File: src/rtl/mem_request_unit.sv
// mem_request_unit
//
// Request unit between the control unit / PC and the I/D cache ports.
// Latches a data-memory request on an instruction hit and holds it until the
// data cache acknowledges it. A halt seen while a data request is outstanding
// is deferred until that request drains. PC writes are gated so the PC only
// advances when the current instruction has fully completed.
//
// Parameters:
//   WAIT_W              width of the data-stall counter
//   MAX_WAIT            stall count at which timeout asserts (1 .. 2**WAIT_W-1)
//   IFETCH_DURING_DATA  1: keep imemREN high while a data request is pending
//                       0: drop imemREN while a data request is pending
//
// Ports:
//   CLK        system clock, rising edge
//   nRST       asynchronous active-low reset
//   halt       halt decoded by the control unit
//   dREN/dWEN  current instruction reads / writes data memory
//   ihit/dhit  instruction cache hit / data cache acknowledge
//   dmemREN    registered data read request
//   dmemWEN    registered data write request
//   imemREN    instruction fetch request
//   pcWEN      PC write enable
//   halted     sticky halted status
//   stall_cnt  cycles the current data request has waited (saturating)
//   timeout    stall_cnt has reached MAX_WAIT
//
// Optional build macro MEM_REQUEST_UNIT_PERF_EN adds two free-running
// performance counters:
//   perf_ifetch  rising edges with pcWEN high
//   perf_dreq    completed data requests
// Both wrap modulo 2**32 and freeze once halted.

module mem_request_unit #(
  parameter int unsigned WAIT_W             = 8,
  parameter int unsigned MAX_WAIT           = 200,
  parameter bit          IFETCH_DURING_DATA = 1'b1
) (
  input  logic              CLK,
  input  logic              nRST,
  input  logic              halt,
  input  logic              dREN,
  input  logic              dWEN,
  input  logic              ihit,
  input  logic              dhit,
  output logic              dmemREN,
  output logic              dmemWEN,
  output logic              imemREN,
  output logic              pcWEN,
  output logic              halted,
  output logic [WAIT_W-1:0] stall_cnt,
  output logic              timeout
`ifdef MEM_REQUEST_UNIT_PERF_EN
  ,
  output logic [31:0]       perf_ifetch,
  output logic [31:0]       perf_dreq
`endif
);

  localparam logic [WAIT_W-1:0] MaxWait = WAIT_W'(MAX_WAIT);

  typedef enum logic [1:0] {
    StIdle,
    StDwait,
    StDrain,
    StHalted
  } state_e;

  state_e            state_q, state_d;
  logic              dmem_ren_q, dmem_ren_d;
  logic              dmem_wen_q, dmem_wen_d;
  logic [WAIT_W-1:0] stall_q, stall_d;
  logic              timeout_q, timeout_d;
  logic              pend;

  assign pend = (state_q == StDwait) || (state_q == StDrain);

  // Next-state logic
  always_comb begin
    state_d    = state_q;
    dmem_ren_d = dmem_ren_q;
    dmem_wen_d = dmem_wen_q;
    stall_d    = stall_q;

    unique case (state_q)
      StIdle: begin
        // dhit here is a spurious acknowledge and is ignored.
        if (ihit && halt) begin
          state_d = StHalted;
        end else if (ihit && (dREN || dWEN)) begin
          state_d    = StDwait;
          // Write wins when both enables are set.
          dmem_wen_d = dWEN;
          dmem_ren_d = dREN & ~dWEN;
        end
      end

      StDwait, StDrain: begin
        // ihit is ignored while a request is pending; nothing is queued.
        if (dhit) begin
          // A halt arriving together with the acknowledge lets the request
          // complete and halts straight away.
          state_d    = ((state_q == StDrain) || halt) ? StHalted : StIdle;
          dmem_ren_d = 1'b0;
          dmem_wen_d = 1'b0;
          stall_d    = '0;
        end else begin
          if (halt) begin
            state_d = StDrain;
          end
          if (stall_q != MaxWait) begin
            stall_d = stall_q + 1'b1;
          end
        end
      end

      StHalted: begin
        dmem_ren_d = 1'b0;
        dmem_wen_d = 1'b0;
        stall_d    = '0;
      end

      default: begin
        state_d    = StIdle;
        dmem_ren_d = 1'b0;
        dmem_wen_d = 1'b0;
        stall_d    = '0;
      end
    endcase

    // Watchdog only reports; it never changes the FSM.
    timeout_d = (stall_d == MaxWait);
  end

  // State register
  always_ff @(posedge CLK or negedge nRST) begin
    if (!nRST) begin
      state_q    <= StIdle;
      dmem_ren_q <= 1'b0;
      dmem_wen_q <= 1'b0;
      stall_q    <= '0;
      timeout_q  <= 1'b0;
    end else begin
      state_q    <= state_d;
      dmem_ren_q <= dmem_ren_d;
      dmem_wen_q <= dmem_wen_d;
      stall_q    <= stall_d;
      timeout_q  <= timeout_d;
    end
  end

  // Combinational outputs
  always_comb begin
    imemREN = 1'b1;
    pcWEN   = 1'b0;

    unique case (state_q)
      StIdle: begin
        // Only instructions without data traffic advance the PC directly.
        pcWEN = ihit & ~halt & ~dREN & ~dWEN;
      end
      StDwait: begin
        imemREN = IFETCH_DURING_DATA;
        pcWEN   = dhit & ~halt;
      end
      StDrain: begin
        imemREN = IFETCH_DURING_DATA;
      end
      StHalted: begin
        imemREN = 1'b0;
      end
      default: begin
        imemREN = 1'b1;
      end
    endcase

    // Hold the PC while reset is asserted, whatever the cache inputs do.
    pcWEN = pcWEN & nRST;
  end

  assign dmemREN   = dmem_ren_q;
  assign dmemWEN   = dmem_wen_q;
  assign halted    = (state_q == StHalted);
  assign stall_cnt = stall_q;
  assign timeout   = timeout_q;

`ifdef MEM_REQUEST_UNIT_PERF_EN
  logic [31:0] perf_ifetch_q, perf_dreq_q;

  always_ff @(posedge CLK or negedge nRST) begin
    if (!nRST) begin
      perf_ifetch_q <= '0;
      perf_dreq_q   <= '0;
    end else if (state_q != StHalted) begin
      if (pcWEN) begin
        perf_ifetch_q <= perf_ifetch_q + 32'd1;
      end
      if (pend && dhit) begin
        perf_dreq_q <= perf_dreq_q + 32'd1;
      end
    end
  end

  assign perf_ifetch = perf_ifetch_q;
  assign perf_dreq   = perf_dreq_q;
`endif

endmodule
File: config.mk
export PLATFORM = sky130hd
export DESIGN_NAME = mem_request_unit
export DESIGN_NICKNAME = d
export VERILOG_FILES = /design/src/rtl/mem_request_unit.sv
export SDC_FILE = /design/constraint.sdc
export NUM_CORES = 1
export LEC_CHECK = 0
export CAP_MARGIN = 0
export CORE_MARGIN = 5
export CORE_UTILIZATION = 46
export DETAILED_ROUTE_END_ITERATION = 16
export PLACE_DENSITY = 0.84
export SLEW_MARGIN = 25
export SYNTH_ARGS = -nofsm -noshare
export SYNTH_HDL_FRONTEND = slang
export SYNTH_SLANG_ARGS = --single-unit
File: constraint.sdc
create_clock -name CLK -period 4.6 [get_ports CLK]
set_clock_uncertainty 0.1 [all_clocks]
set_input_delay 0.92 -clock CLK [delete_from_list [all_inputs] [get_ports CLK]]
set_output_delay 0.92 -clock CLK [all_outputs]
set_load 0.1 [all_outputs]
# Yosys cells after proc, flatten, opt, wreduce, memory -nomap -nowiden

Index checks and enable logic that the tools add are counted.

Input port bits: 7
Output and inout bits: 14
Bits in registers: 13
Logic and storage cells: 52

Eq/ne operators: 10
Reduce and logical (&&, ||, !) cells: 9
Multiplexer cells: 18
Add/subtract/negate cells: 1
Bitwise operators: 9

Operators by type and width:

| cell                                                | count |
|---|---|
| two-way mux 8 bit                                   | 2 |
| case mux 8 bit (2 select lines)                     | 1 |
| two-way mux 2 bit                                   | 5 |
| adder 8 x 1 -> 8 bit, second input constant         | 1 |
| equality test 8 bit, second input constant          | 1 |
| != test 8 bit, second input constant                | 1 |
| bitwise AND 1 bit                                   | 6 |
| two-way mux 1 bit                                   | 6 |
| != test 2 bit, second input constant                | 3 |
| != test 3 bit, second input constant                | 2 |
| case mux 1 bit (3 select lines)                     | 2 |
| AND reduction 3 bit                                 | 2 |
| equality test 2 bit, second input constant          | 2 |
| case mux 2 bit (2 select lines)                     | 1 |
| inverter 1 bit                                      | 3 |
| equality test 2 x 1 -> 1 bit, second input constant | 1 |
| logical AND 1 bit                                   | 2 |
| logical NOT 2 bit                                   | 1 |
| logical OR 1 bit                                    | 2 |
| case mux 1 bit (2 select lines)                     | 1 |
| nonzero test 2 bit                                  | 1 |
| OR reduction 2 bit                                  | 1 |

# Depth between registers and ports, before layout

Depth after elaboration: 6
Mapped depth: 8
Depth with buffers taken out: 7

# Worst setup path after synthesis

No wires, ideal clock.

Path kind: input-to-output
Start: input dREN
End: output pcWEN
Arrival time: 2.144 ns
Setup slack: 1.436 ns
Stages on the path: 3
Required time: 3.580 ns
Path buffers: 0
Cells stage by stage: nor3b_1 a22o_1 and3_1

Longest elaborated chain between the ends: 5

Ends and longest elaborated chain:

| item                            | RTL line | RTL |
|---|---|---|
| start, declared                 | 43       | `input logic dREN,` |
| inverter 1 bit                  | 161      | `pcWEN = ihit & ~halt & ~dREN & ~dWEN;` |
| bitwise AND 1 bit (2 in series) | 161      |  |
| case mux 1 bit (2 select lines) | 158      | `unique case (state_q)` |
| bitwise AND 1 bit               | 179      | `pcWEN = pcWEN & nRST;` |
| end, declared                   | 50       | `output logic pcWEN,` |

Every way passes these cells.

# Worst setup path in the final report

Start: input nRST
End: output pcWEN

Longest elaborated chain between the ends: 1

Ends and longest elaborated chain:

| item              | RTL line | RTL |
|---|---|---|
| start, declared   | 41       | `input logic nRST,` |
| bitwise AND 1 bit | 179      |  |

Every way passes these cells.

==> run metrics <==
Mapped Cells=~100; Clock Tree Buf Depth=2; Multi-input gate area=~550 sq um; clock-pin slew on the worst setup and hold paths=0.08 ns; Area Overhead vs Synth=23.35%; detailed placement HPWL=1711 um; GPL Wtd Cong=0.8949; Unique masters post-synth=38; setup bufs post-CTS=0; routed len/inst=15.96 um; core box area=approximately 0.002 sq mm; Least-Margin Pin Slew=about 1 ns; Period minus WS final=3.375 ns; die width=~55 um; Mapped Area=948.4 sq um; hold buffer count at CTS=0; register area=325.3 sq um; Post-Syn Area per Cell=~9.1 sq um; Root Driver=clkbuf_4; dpl cells=around 150; drt pass-1 iters=4; number of I/O pins=21; final core occ=roughly three fifths; count of final hold-check violations=0; setup_tns=0 ns; drt total wl=between 2000 and 2500 um; WS Path Type=primary input to output pin; vias in the first global route=908; leakage power=~0.5 nW; number of clock sinks=13; first-pass GRT wire length=4202 um; Startpoint Class=primary input; Net Count, Synth=between 100 and 150; non-filler cells, final=about 150; power density over the cells=543.0 mW/mm^2; pin count of the biggest net entering global routing=18; max-cap viol count=0; Final Max Tran Viols=0; latest clock arrival within the worst-skew pair=~0.27 ns; total track usage=between 15 and 20%; Max VDD drop=between 0.0004 and 0.0005 V; Synth area leaders=dfrtp_1 34%, ha_1 7.9%, a21o_1 4.0%; initial antenna violation count=0; Hold Path Depth=1; # setup viols final=0; htree depth=1; final setup margin=about 1.2 ns; Seq/Total Area, Yosys=between 30% and 40%; Rows=16; f_max=between 200 and 300 MHz; final-layout fill cell count=191; post-synth top area share=between 30% and 40%; Via Count=916; antenna cell count=0; DR vias/cell=~6.0; Post-synth ARST share=between 90% and 100%; leading area contributor after synthesis=dfrtp_1; Initial Utilization=about half; IO buf count=20; Required @ worst endpoint=approximately 3.6 ns; design area=about 0.0012 sq mm; DR DRC count=0; placed standard-cell area=around 0.0011 sq mm; post-CTS sizing=0; CTS tree=done; crit path max fanout=14; Arr. time, crit path=roughly 2.4 ns; worst r2r path cells=7; Post-DRT Antenna Nets=0; nets@finish=139; dominant synthesized flop cell=dfrtp_1; Setup crit end kind=output pin; Die Y=55.41 um; Starting DRT DRC Count=63; Inserted Clock Buffers=3; Post-Place Worst Slack=around 1.2 ns; worst hold slack=~0.44 ns; RSZ-0062 raised after global routing=false; Syn. warnings=0; worst min-delay path class=register to register; status=finished, final reports clean; fraction of layout cells with a size suffix above 1=slightly below 9%; PnR Total Power=635.3 uW; FF+latch count, synth=13; total gr overflow=0; EDFF count, synth=0; Slew headroom=between 30% and 40%; die footprint=~0.003 sq mm; Tcrit/Tclk final=~73%
routing by layer:
| metal | part of all wire, % | up-vias | global-route usage (%) |
|---|---|---|---|
| met1 | 45 | 441 | 22.22 |
| met5 | 0 | - | 0 |
| li1 | - | 428 | - |
| met3 | 7.9 | 2 | 5.128 |
| met2 | 47 | 45 | 26.52 |
| met4 | 0.49 | 0 | 5.208 |
registers in the layout (all words and copies together), names as in the netlist:
register	flops
stall_cnt	8
state_q	2
dmemREN	1
dmemWEN	1
timeout	1
synthesized netlist by cell type (2+ instances only):
| cell type | count |
|---|---|
| a32o_1 | 2 |
| nand2_1 | 10 |
| nand3_1 | 2 |
| o21ai_1 | 2 |
| inv_1 | 9 |
| nor3b_1 | 2 |
| nor3_1 | 3 |
| nor2_1 | 4 |
| o2111ai_1 | 2 |
| dfrtp_1 | 13 |
| buf_6 | 2 |
| nand2b_1 | 2 |
| or3_1 | 2 |
| a21oi_1 | 6 |
| nand3_2 | 2 |
| o21ai_0 | 6 |
| a22o_1 | 4 |
| o31ai_1 | 2 |
| ha_1 | 6 |
| a21o_1 | 5 |
final timing paths:
check,startpoint,slack [ns],endpoint
max,nRST,1.23,pcWEN
min,dmemWEN,0.44,dmemWEN
max reg2reg,state_q[0],2.18,timeout
min reg2reg,dmemWEN,0.44,dmemWEN
max in group asynchronous,nRST,3.04,stall_cnt[6]
min in group asynchronous,nRST,0.94,stall_cnt[7]
final cells by class:
cell class              count  share of cell area [%]
clock buffers               4                   2.246
inverters                   9                   2.888
multi-input cells          79                   47.27
flip-flops and latches     13                   27.81
well taps                  27                   2.888
repair buffers             20                   16.90
power breakdown:
group / internal (mW) / switching (mW)
logic: 0.129 / 0.278
clock network: 0.0336 / 0.0374
registers: 0.132 / 0.0244
total: 0.295 / 0.340
worst max-delay path: stages:
cell	delay, ns
clkdlybuf4s50_1	0.89
and3_1	0.25
buf_4	0.28
layout by cell type, fill, tap and decap left out, types with 3 or more instances in the layout:
cell type and instances:
clkbuf_4 3, nor2_1 4, ha_1 6, o21ai_0 6, a22o_1 4, nor3_1 3
a21o_1 5, dfrtp_1 13, a21oi_1 6, clkdlybuf4s50_1 19, nand2_1 10, inv_1 9
logic make-up after synthesis:
family / synth area share (%)
buffers and inverters: 7.387
DFF: 34.30
adders and majority gates: 7.915
muxes: 1.187
AOI/OAI and AO/OA: 24.67
and+or+nand+nor: 24.54
(Power assumes the default switching activity.)
